`config.mk`:
```
export PLATFORM = sky130hd
export DESIGN_NAME = pb_debouncer_flat
export DESIGN_NICKNAME = d
export VERILOG_FILES = /design/src/rtl/pb_debouncer_if.sv /design/src/rtl/pb_debouncer.sv /design/src/flat_wrapper.sv
export SDC_FILE = /design/constraint.sdc
export NUM_CORES = 1
export LEC_CHECK = 0
export CAP_MARGIN = 20
export CORE_ASPECT_RATIO = 1.75
export CORE_UTILIZATION = 30
export CTS_CLUSTER_SIZE = 12
export DETAILED_ROUTE_END_ITERATION = 6
export GPL_ROUTABILITY_DRIVEN = 0
export PLACE_DENSITY_LB_ADDON = 0.05
export SLEW_MARGIN = 0
export SYNTH_ARGS = -nofsm -noshare
export SYNTH_HDL_FRONTEND = slang
export SYNTH_SLANG_ARGS = --single-unit
```
`constraint.sdc`:
```
create_clock -name clk -period 5.04 [get_ports clk]
set_input_delay 0.756 -clock clk [delete_from_list [all_inputs] [get_ports clk]]
set_output_delay 0.756 -clock clk [all_outputs]
set_load 0.01 [all_outputs]
```
`src/rtl/pb_debouncer_if.sv`:
```
//------------------------------------------------------------------------------
// Module : pb_debouncer_if
// Brief  : Button-side signal bundle between a raw pad and its debouncer.
// Rev    : 1.0  initial release
//------------------------------------------------------------------------------
`default_nettype none

interface pb_debouncer_if;
    logic PB;
    logic PB_pressed_status;
    logic PB_pressed_pulse;
    logic PB_released_pulse;

    // master drives the pad and consumes the conditioned outputs
    modport master (
        output PB,
        input  PB_pressed_status,
        input  PB_pressed_pulse,
        input  PB_released_pulse
    );

    modport slave (
        input  PB,
        output PB_pressed_status,
        output PB_pressed_pulse,
        output PB_released_pulse
    );
endinterface

`default_nettype wire

```
`src/rtl/pb_debouncer.sv`:
```
//------------------------------------------------------------------------------
// Module : pb_debouncer
// Brief  : Synchronizes a raw push-button and filters bounce into a clean level
//          plus single-cycle press/release pulses.
// Rev    : 1.0  initial release
//------------------------------------------------------------------------------
`default_nettype none

module pb_debouncer #(
    parameter int DELAY       = 500_000,
    parameter int DELAY_WIDTH = $clog2(DELAY),
    parameter int SYNC_STAGES = 2
) (
    input  wire logic        clk,
    input  wire logic        rst,
    pb_debouncer_if.slave    bus
);

    typedef enum logic [1:0] {
        IDLE          = 2'd0,
        PRESS_CHECK   = 2'd1,
        PRESSED       = 2'd2,
        RELEASE_CHECK = 2'd3
    } state_t;

    localparam logic [DELAY_WIDTH-1:0] c_count_max = DELAY_WIDTH'(DELAY - 1);

    logic [SYNC_STAGES-1:0] r_sync;
    logic                   w_pb_sync;

    state_t                 r_state;
    state_t                 w_state_next;
    logic [DELAY_WIDTH-1:0] r_count;
    logic [DELAY_WIDTH-1:0] w_count_next;

    logic                   r_status;
    logic                   r_press_pulse;
    logic                   r_release_pulse;
    logic                   w_status_next;
    logic                   w_press_next;
    logic                   w_release_next;

    always_ff @(posedge clk) begin
        if (rst) begin
            r_sync <= '0;
        end else begin
            r_sync <= {r_sync[SYNC_STAGES-2:0], bus.PB};
        end
    end

    assign w_pb_sync = r_sync[SYNC_STAGES-1];

    always_ff @(posedge clk) begin
        if (rst) begin
            r_state         <= IDLE;
            r_count         <= '0;
            r_status        <= 1'b0;
            r_press_pulse   <= 1'b0;
            r_release_pulse <= 1'b0;
        end else begin
            r_state         <= w_state_next;
            r_count         <= w_count_next;
            r_status        <= w_status_next;
            r_press_pulse   <= w_press_next;
            r_release_pulse <= w_release_next;
        end
    end

    // Outputs are derived from the next state so they register on the same
    // edge as the accepting transition.
    always_comb begin
        w_state_next   = r_state;
        w_count_next   = '0;
        w_press_next   = 1'b0;
        w_release_next = 1'b0;

        unique case (r_state)
            IDLE: begin
                if (w_pb_sync) begin
                    w_state_next = PRESS_CHECK;
                end
            end
            PRESS_CHECK: begin
                if (!w_pb_sync) begin
                    w_state_next = IDLE;
                end else if (r_count == c_count_max) begin
                    w_state_next = PRESSED;
                    w_press_next = 1'b1;
                end else begin
                    w_count_next = r_count + 1'b1;
                end
            end
            PRESSED: begin
                if (!w_pb_sync) begin
                    w_state_next = RELEASE_CHECK;
                end
            end
            RELEASE_CHECK: begin
                if (w_pb_sync) begin
                    w_state_next = PRESSED;
                end else if (r_count == c_count_max) begin
                    w_state_next   = IDLE;
                    w_release_next = 1'b1;
                end else begin
                    w_count_next = r_count + 1'b1;
                end
            end
            default: begin
                w_state_next = IDLE;
            end
        endcase

        w_status_next = (w_state_next == PRESSED) || (w_state_next == RELEASE_CHECK);
    end

    assign bus.PB_pressed_status = r_status;
    assign bus.PB_pressed_pulse  = r_press_pulse;
    assign bus.PB_released_pulse = r_release_pulse;

endmodule

`default_nettype wire

```
`src/flat_wrapper.sv`:
```
// flat-port wrapper written by rule: the top's interface ports become plain ports
module pb_debouncer_flat 
#(
    parameter int DELAY       = 500_000,
    parameter int DELAY_WIDTH = $clog2(DELAY),
    parameter int SYNC_STAGES = 2
)
  (clk, rst, bus_PB, bus_PB_pressed_status, bus_PB_pressed_pulse, bus_PB_released_pulse);
  pb_debouncer_if bus_i ();
  input  wire logic clk;
  input  wire logic rst;
  input wire logic [$bits(bus_i.PB)-1:0] bus_PB;
  output wire logic [$bits(bus_i.PB_pressed_status)-1:0] bus_PB_pressed_status;
  output wire logic [$bits(bus_i.PB_pressed_pulse)-1:0] bus_PB_pressed_pulse;
  output wire logic [$bits(bus_i.PB_released_pulse)-1:0] bus_PB_released_pulse;
  assign bus_i.PB = bus_PB;
  assign bus_PB_pressed_status = bus_i.PB_pressed_status;
  assign bus_PB_pressed_pulse = bus_i.PB_pressed_pulse;
  assign bus_PB_released_pulse = bus_i.PB_released_pulse;
  pb_debouncer #(.DELAY(DELAY), .DELAY_WIDTH(DELAY_WIDTH), .SYNC_STAGES(SYNC_STAGES)) u_core (.clk(clk), .rst(rst), .bus(bus_i));
endmodule
```
==> summary.txt, run 1 <==
Synth
  • YS warnings: 0
  • Post-Syn Area: 1140 sq um
  • Register area share after synthesis: between 40% and 50%
  • Cells after Synth: around 120
  • Synth Register Bits: 26
  • Syn_area_per_cell: around 9.6 sq um
  • Synth unique cells: 31
  • Synthesized net count: roughly 120

STA
  • Worst clock skew: a little over 0.003 ns
  • Fmax: around 0.47 GHz
  • Slew Viols, Final: 0
  • Setup tns final: 0 ns
  • Final hold slack: roughly 0.45 ns
  • Tcrit/Tclk final: a little over two fifths
  • Max_slew headroom: roughly 29%
  • Setup violators final: 0
  • Minimum clock period: roughly 2.1 ns
  • RSZ-0062 raised after global routing: false
  • Worst-Margin Slew: approximately 1.1 ns
  • Final Hold Viols: 0

Global route
  • Initial antenna violation count: 0
  • Vias in the first global route: around 820
  • First-pass GRT wire length: between 3 and 4 mm
  • Global-route usage over all layers: between 10% and 20%
  • Gr ovfl total: 0
  • Largest net degree at the start of global routing: 20

Final layout
  • Synth-to-Final Area Change: 12.1%
  • Layout cell share with drive strength beyond 1: a little under a tenth
  • Final nets: approximately 130
  • Ant diodes: 0
  • Filler instances: 394
  • Final core utilization: a little over a third
  • Flip-flop and latch area: approximately 520 sq um
  • Footprint of the multi-input gates: between 500 and 600 sq um

Min path
  • Hold path startpoint: u_core.r_sync[0]
  • HP Class: flop to flop
  • Hold path endpoint: u_core.r_sync[1]
  • Worst Hold Path Cells: 1

Die
  • DIE WIDTH: about 49 um
  • Die height: about 83 um
  • I/O pin total: 6
  • Rows: 29
  • Initial Util: between 30% and 40%
  • Die ar.: approximately 4000 sq um
  • Core area: between 3000 and 4000 sq um

Job
  • Max_cap viols: 0

Clock network
  • Hold_buf cts: 0
  • Clk_lat worst skew: 0.26 ns
  • Clock Pin Slew Worst Setup and Hold Paths: approximately 0.080 ns
  • CTS buffer count: 3
  • Post_cts resized: 0
  • Setup Buffers After CTS: 0
  • Clk Tree Root Cell: clkbuf_8
  • CTS tree: yes
  • Clock sink total: 26
  • CTS Buffer Depth: 2
  • Max H-tree Level: 1

Route
  • Routed Antenna Nets: 0
  • Drt via density: ~4.8
  • # DRC: 0
  • WL final: between 2 and 2.5 mm
  • Drt wl/cell: ~13 um
  • Vias: a little over 800
  • Initial DRC count: 3
  • Drt pass-1 iters: 2

Critical path
  • Worst Path Required: ~5.2 ns
  • RR Endpoint: u_core.r_count[11]
  • CP max-delay cell: o41ai_4
  • Type of origin of the critical path: flop
  • R2r worst-path depth: 4
  • CP Capture Type: flop
  • Crit path DAT: approximately 2.2 ns
  • WS Path Type: flop to flop
  • CP max FO: 19
  • Crit-path cells: ha_1, nand4_2, o41ai_4, nor2_1
  • Worst R2R Setup Slack: 2.91 ns
  • Worst r2r src: u_core.r_count[0]
  • Max incr delay on CP: roughly 0.9 ns

Pwr
  • Leakage power: 0.357 nW
  • Max VDD drop: 0.0887 mV
  • Pwr per Cell Area: 254 nW/um^2

Placement
  • Hpwl dp: 1.71 mm
  • Input/output buffers: 5

Status
  • Status: finished, final reports clean
-- kinds of logic after synthesis --
family	synth area share, %
AO/OA/AOI/OAI	5.83
XOR/XNOR	12.3
flip-flops	45.8
AND/OR/NAND/NOR	32.3
adder cells (fa/ha/maj)	1.10
buffers and inverters	2.64
-- area by class of cell --
type | count | share of cell area [%]
clock buffers | 3 | 3.24
inverters | 5 | 1.47
multi-input cells | 86 | 46.0
flip-flops and latches | 26 | 40.8
well taps | 46 | 4.51
repair buffers | 5 | 3.93
-- state kept, by name, indices dropped and copies added, names as in the netlist --
name	cells
u_core.r_state	2
u_core.bus.PB_pressed_status	1
u_core.bus.PB_released_pulse	1
u_core.bus.PB_pressed_pulse	1
u_core.r_count	19
u_core.r_sync	2
-- worst max path at each step --
stage,startpoint,end,slack [ns],depth (start not counted)
2_1_floorplan,u_core.r_count[0],u_core.r_count[18],3.30,5
3_3_place_gp,rst,u_core.r_count[17],2.81,4
3_5_place_dp,rst,u_core.r_count[17],2.74,4
4_1_cts,u_core.r_count[0],u_core.r_count[11],2.86,4
5_1_grt,u_core.r_count[0],u_core.r_count[8],2.67,4
6_report,u_core.r_count[0],u_core.r_count[11],2.91,4
-- worst max-delay path: cells and delay by family, from the launching register on --
family,cells,cell delay (ns)
AO/OA/AOI/OAI,1,0.91
adder cells (fa/ha/maj),1,0.27
flip-flops,1,0.42
AND/OR/NAND/NOR,2,0.38
-- Yosys cell counts, drive strengths merged --
cell / count / share of area, %
inv: 5 / 1.7
a21oi: 4 / 1.8
ha: 1 / 1.1
nor3: 3 / 1.3
dfxtp: 26 / 46
or3b: 1 / 0.77
nor4: 6 / 3.3
nand4b: 1 / 0.77
nor2b: 2 / 1.1
xor2: 5 / 3.9
nand3: 5 / 2.6
buf: 1 / 0.99
nand4: 6 / 5.7
and4bb: 1 / 1.1
or2: 2 / 1.1
nor3b: 2 / 1.3
and4b: 1 / 0.88
nand2: 5 / 1.7
xnor2: 11 / 8.5
o41ai: 2 / 3.2
nor4b: 1 / 0.77
o21ai: 2 / 0.88
or3: 3 / 1.8
and4: 1 / 0.88
nor2: 20 / 6.6
or4: 1 / 0.66
-- routing by layer --
metal / GRT usage, % / share of wire, %
met5: 0 / 0
met4: 7.75 / 2.0
met3: 2.00 / 1.7
met2: 23.2 / 54
met1: 13.6 / 42
-- layout by cell type (no fill, tap or decap), types with 2 or more instances in the layout --
| cell | n |
|---|---|
| o21ai_0 | 2 |
| nor4_1 | 6 |
| nor2_1 | 20 |
| xor2_1 | 5 |
| nor3b_1 | 2 |
| nor2b_1 | 2 |
| nor3_1 | 3 |
| nand3_1 | 4 |
| xnor2_1 | 11 |
| or2_2 | 2 |
| nand4_1 | 3 |
| dfxtp_1 | 26 |
| inv_1 | 5 |
| or3_1 | 2 |
| nand4_2 | 2 |
| nand2_1 | 5 |
| clkdlybuf4s50_1 | 5 |
| clkbuf_8 | 3 |
| a21oi_1 | 4 |
-- stage by stage --
step                      instance area, sq um  setup slack, ns  instances  power (mW)
after floorplan                           1140             3.30        118       0.213
after global routing                      1270             2.67        171       0.340
after detailed placement                  1230             2.74        168       0.216
after CTS                                 1270             2.86        171       0.332
final                                     1270             2.91        171       0.324
after global placement                    1230             2.81        168       0.215
-- where the power goes --
group	total, mW	internal (mW)	switching (mW)
clock	0.114	0.0534	0.0601
sequential	0.207	0.206	0.000561
combinational	0.00381	0.00217	0.00164
total	0.324	0.262	0.0623
(Power assumes the default switching activity.)
==> run 2, diff against run 1 <==
clock period = 2 ns   (was 5.04 ns; I/O delays follow)
==> run 2 against run 1 <==
Clock power grew to 3.0 times the previous value; hold slack worse by 0.0011 ns; sequential power grew to 2.5 times the previous value; maximum frequency is 21% higher; sequential share of layout area is 2.0 points lower; global-route usage is 1.3 points higher; final cell count is 4.1% higher; utilization is 1.8 points higher; first-iteration DRC count grew to 5.0 times the previous value; die area stayed put; setup slack worse by 2.7 ns; design area is 5.1% higher; critical path type unchanged; critical endpoint is now u_core.r_count[10].
==> summary.txt, run 2 (synthesis results as in run 1) <==
Die
  • I/O pin total: 6 (unchanged)
  • Die height: 83.5 um (unchanged)
  • Die ar.: 4050 sq um (unchanged)
  • Core area: 3630 sq um (unchanged)
  • Rows: 29 (unchanged)
  • Initial Util: 31.3% (unchanged)
  • DIE WIDTH: 48.5 um (unchanged)

Clock network
  • Clock sink total: 26 (unchanged)
  • CTS tree: yes
  • Hold_buf cts: 0 (unchanged)
  • Clk_lat worst skew: 0.27 ns (about the same)
  • Setup Buffers After CTS: 0 (unchanged)
  • Max H-tree Level: 1 (unchanged)
  • Clk Tree Root Cell: clkbuf_8
  • Clock Pin Slew Worst Setup and Hold Paths: 0.09 ns (about the same)
  • CTS buffer count: 3 (unchanged)
  • CTS Buffer Depth: 2 (unchanged)

Global route
  • Global-route usage over all layers: 14.2% (+1.3 points)
  • Gr ovfl total: 0 (unchanged)
  • First-pass GRT wire length: 4.34 mm (+12%)
  • Largest net degree at the start of global routing: 15 (-25%)
  • Vias in the first global route: 902 (+10%)
  • Initial antenna violation count: 0 (unchanged)

Route
  • Metal2 WL: 1.37 mm (+10%)
  • WL met1: 1.04 mm (+8.0%)
  • Routed Antenna Nets: 0 (unchanged)
  • Drt wl/cell: 14.0 um (+4.3%)
  • Vias: 856 (+3.9%)
  • Drt pass-1 iters: 4 (+2)
  • Initial DRC count: 15 (+12)
  • Drt via density: 4.81 (-0.20%)
  • Metal3 WL: 33 um (-15%)
  • # DRC: 0 (unchanged)
  • DR top layer: met4
  • WL final: 2.49 mm (+8.6%)

Final layout
  • Largest register FFs: 19 (unchanged)
  • Register with the most flip-flops: u_core.r_count
  • Ant diodes: 0 (unchanged)
  • Synth-to-Final Area Change: 17.8%
  • Largest registers: u_core.r_count x19, u_core.r_state x2, u_core.r_sync x2
  • Non-filler cells, final: 178 (+4.1%)
  • Most frequent cells in the layout: 26 x dfxtp_1, 20 x nor2_1, 11 x xnor2_1, 6 x buf_4
  • Layout cell share with drive strength beyond 1: 15.2% (+5.6 points)
  • Most common cell after layout, fill and taps aside: dfxtp_1
  • Final nets: 137 (+4.6%)

STA
  • Slew Viols, Final: 0 (unchanged)
  • Minimum clock period: 1.77 ns (-0.364 ns)
  • Worst clock skew: 0.00648 ns (+0.00344 ns)
  • Worst-Margin Slew: 0.354 ns (-0.706 ns)
  • Fmax: 0.566 GHz (+21%)
  • Setup tns final: 0 ns (unchanged)
  • Max_slew headroom: 76.4% (+47 points)
  • Final Hold Viols: 0 (unchanged)
  • Tcrit/Tclk final: 88.4% (+46 points)
  • Setup violators final: 0 (unchanged)
  • RSZ-0062 raised after global routing: false

Critical path
  • Crit-path cells: ha_1, nand4_2, buf_4, or3_2, xor2_1, nor2_1
  • Worst Path Required: 2.17 ns (-2.98 ns)
  • Largest delay contributor family on the critical path: simple AND/OR/NAND/NOR gates
  • Buffers and inverters on the worst path: 1 (+1)
  • CP max-delay cell: or3_2
  • Max incr delay on CP: 0.46 ns (-0.45 ns)
  • CP max FO: 5 (-14)
  • WS Path Type: flop to flop
  • Crit path DAT: 1.93 ns (-0.31 ns)
  • CP Capture Type: flop
  • Type of origin of the critical path: flop

Placement
  • Hpwl dp: 1.90 mm (+11%)
  • Placed cells: 174 (+3.6%)
  • Input/output buffers: 5 (unchanged)

Job
  • Max_cap viols: 0 (unchanged)

Status
  • Status: finished, final reports clean

Pwr
  • Leakage power: 0.391 nW (+9.5%)
  • Pwr per Cell Area: 654 nW/um^2 (+160%)
  • Max VDD drop: 0.290 mV (+230%)

Min path
  • HP Class: flop to flop
-- run 2: where the power goes --
group	internal, mW	total, mW	leakage, nW	switching (mW)
Sequential	0.520	0.521	0.210	0.00152
Combinational	0.00688	0.0115	0.153	0.00459
Clock	0.176	0.343	0.0288	0.167
-- run 2: worst paths after layout --
check | from | endpoint | slack, ns | depth (start not counted)
worst min-delay path | u_core.r_sync[0] | u_core.r_sync[1] | 0.45 | 1
worst max register to register | u_core.r_count[0] | u_core.r_count[10] | 0.23 | 6
worst min register to register | u_core.r_sync[0] | u_core.r_sync[1] | 0.45 | 1
worst max-delay path | u_core.r_count[0] | u_core.r_count[10] | 0.23 | 6
-- run 2: repair_timing --
item / in CTS / in global routing
hold endpoints to repair: 0 / 0
endpoints found under the setup margin: 0 / 1
gates resized for setup: 0 / 1
-- run 2: metal layers --
| layer | GRT usage (%) | vias to the layer above |
|---|---|---|
| li1 | - | 444 |
| met1 | 14.9 | 401 |
| met2 | 26.8 | 7 |
| met3 | 1.64 | 4 |
| met4 | 7.22 | 0 |
| met5 | 0 | - |
-- run 2: final cells by class --
| cell class | instances | area [sq um] |
|---|---|---|
| Sequential cell | 26 | 520 |
| Tap cell | 46 | 57.6 |
| Multi-Input combinational cell | 86 | 593 |
| Clock buffer | 4 | 55.1 |
| Fill cell | 405 | 2290 |
| Timing Repair Buffer | 11 | 95.1 |
| Inverter | 5 | 18.8 |
-- run 2: stage by stage --
stage	hold WS (ns)	area, sq um	util [%]	total power, mW	worst slack (ns)
floorplan	0.369	1140	-	0.536	0.259
global placement	0.437	1280	35.2	0.545	0.197
detailed placement	0.439	1280	35.2	0.545	0.178
CTS	0.458	1330	36.8	0.885	0.143
global route	0.472	1340	36.9	0.902	0.106
finish	0.448	1340	36.9	0.876	0.233
==> run 3, diff against run 2 <==
ABC_CLOCK_PERIOD_IN_PS = 2000   (was unset)
==> results of run 3 <==
Same layout as run 2: the final DEF is identical, and so are final timing and power.
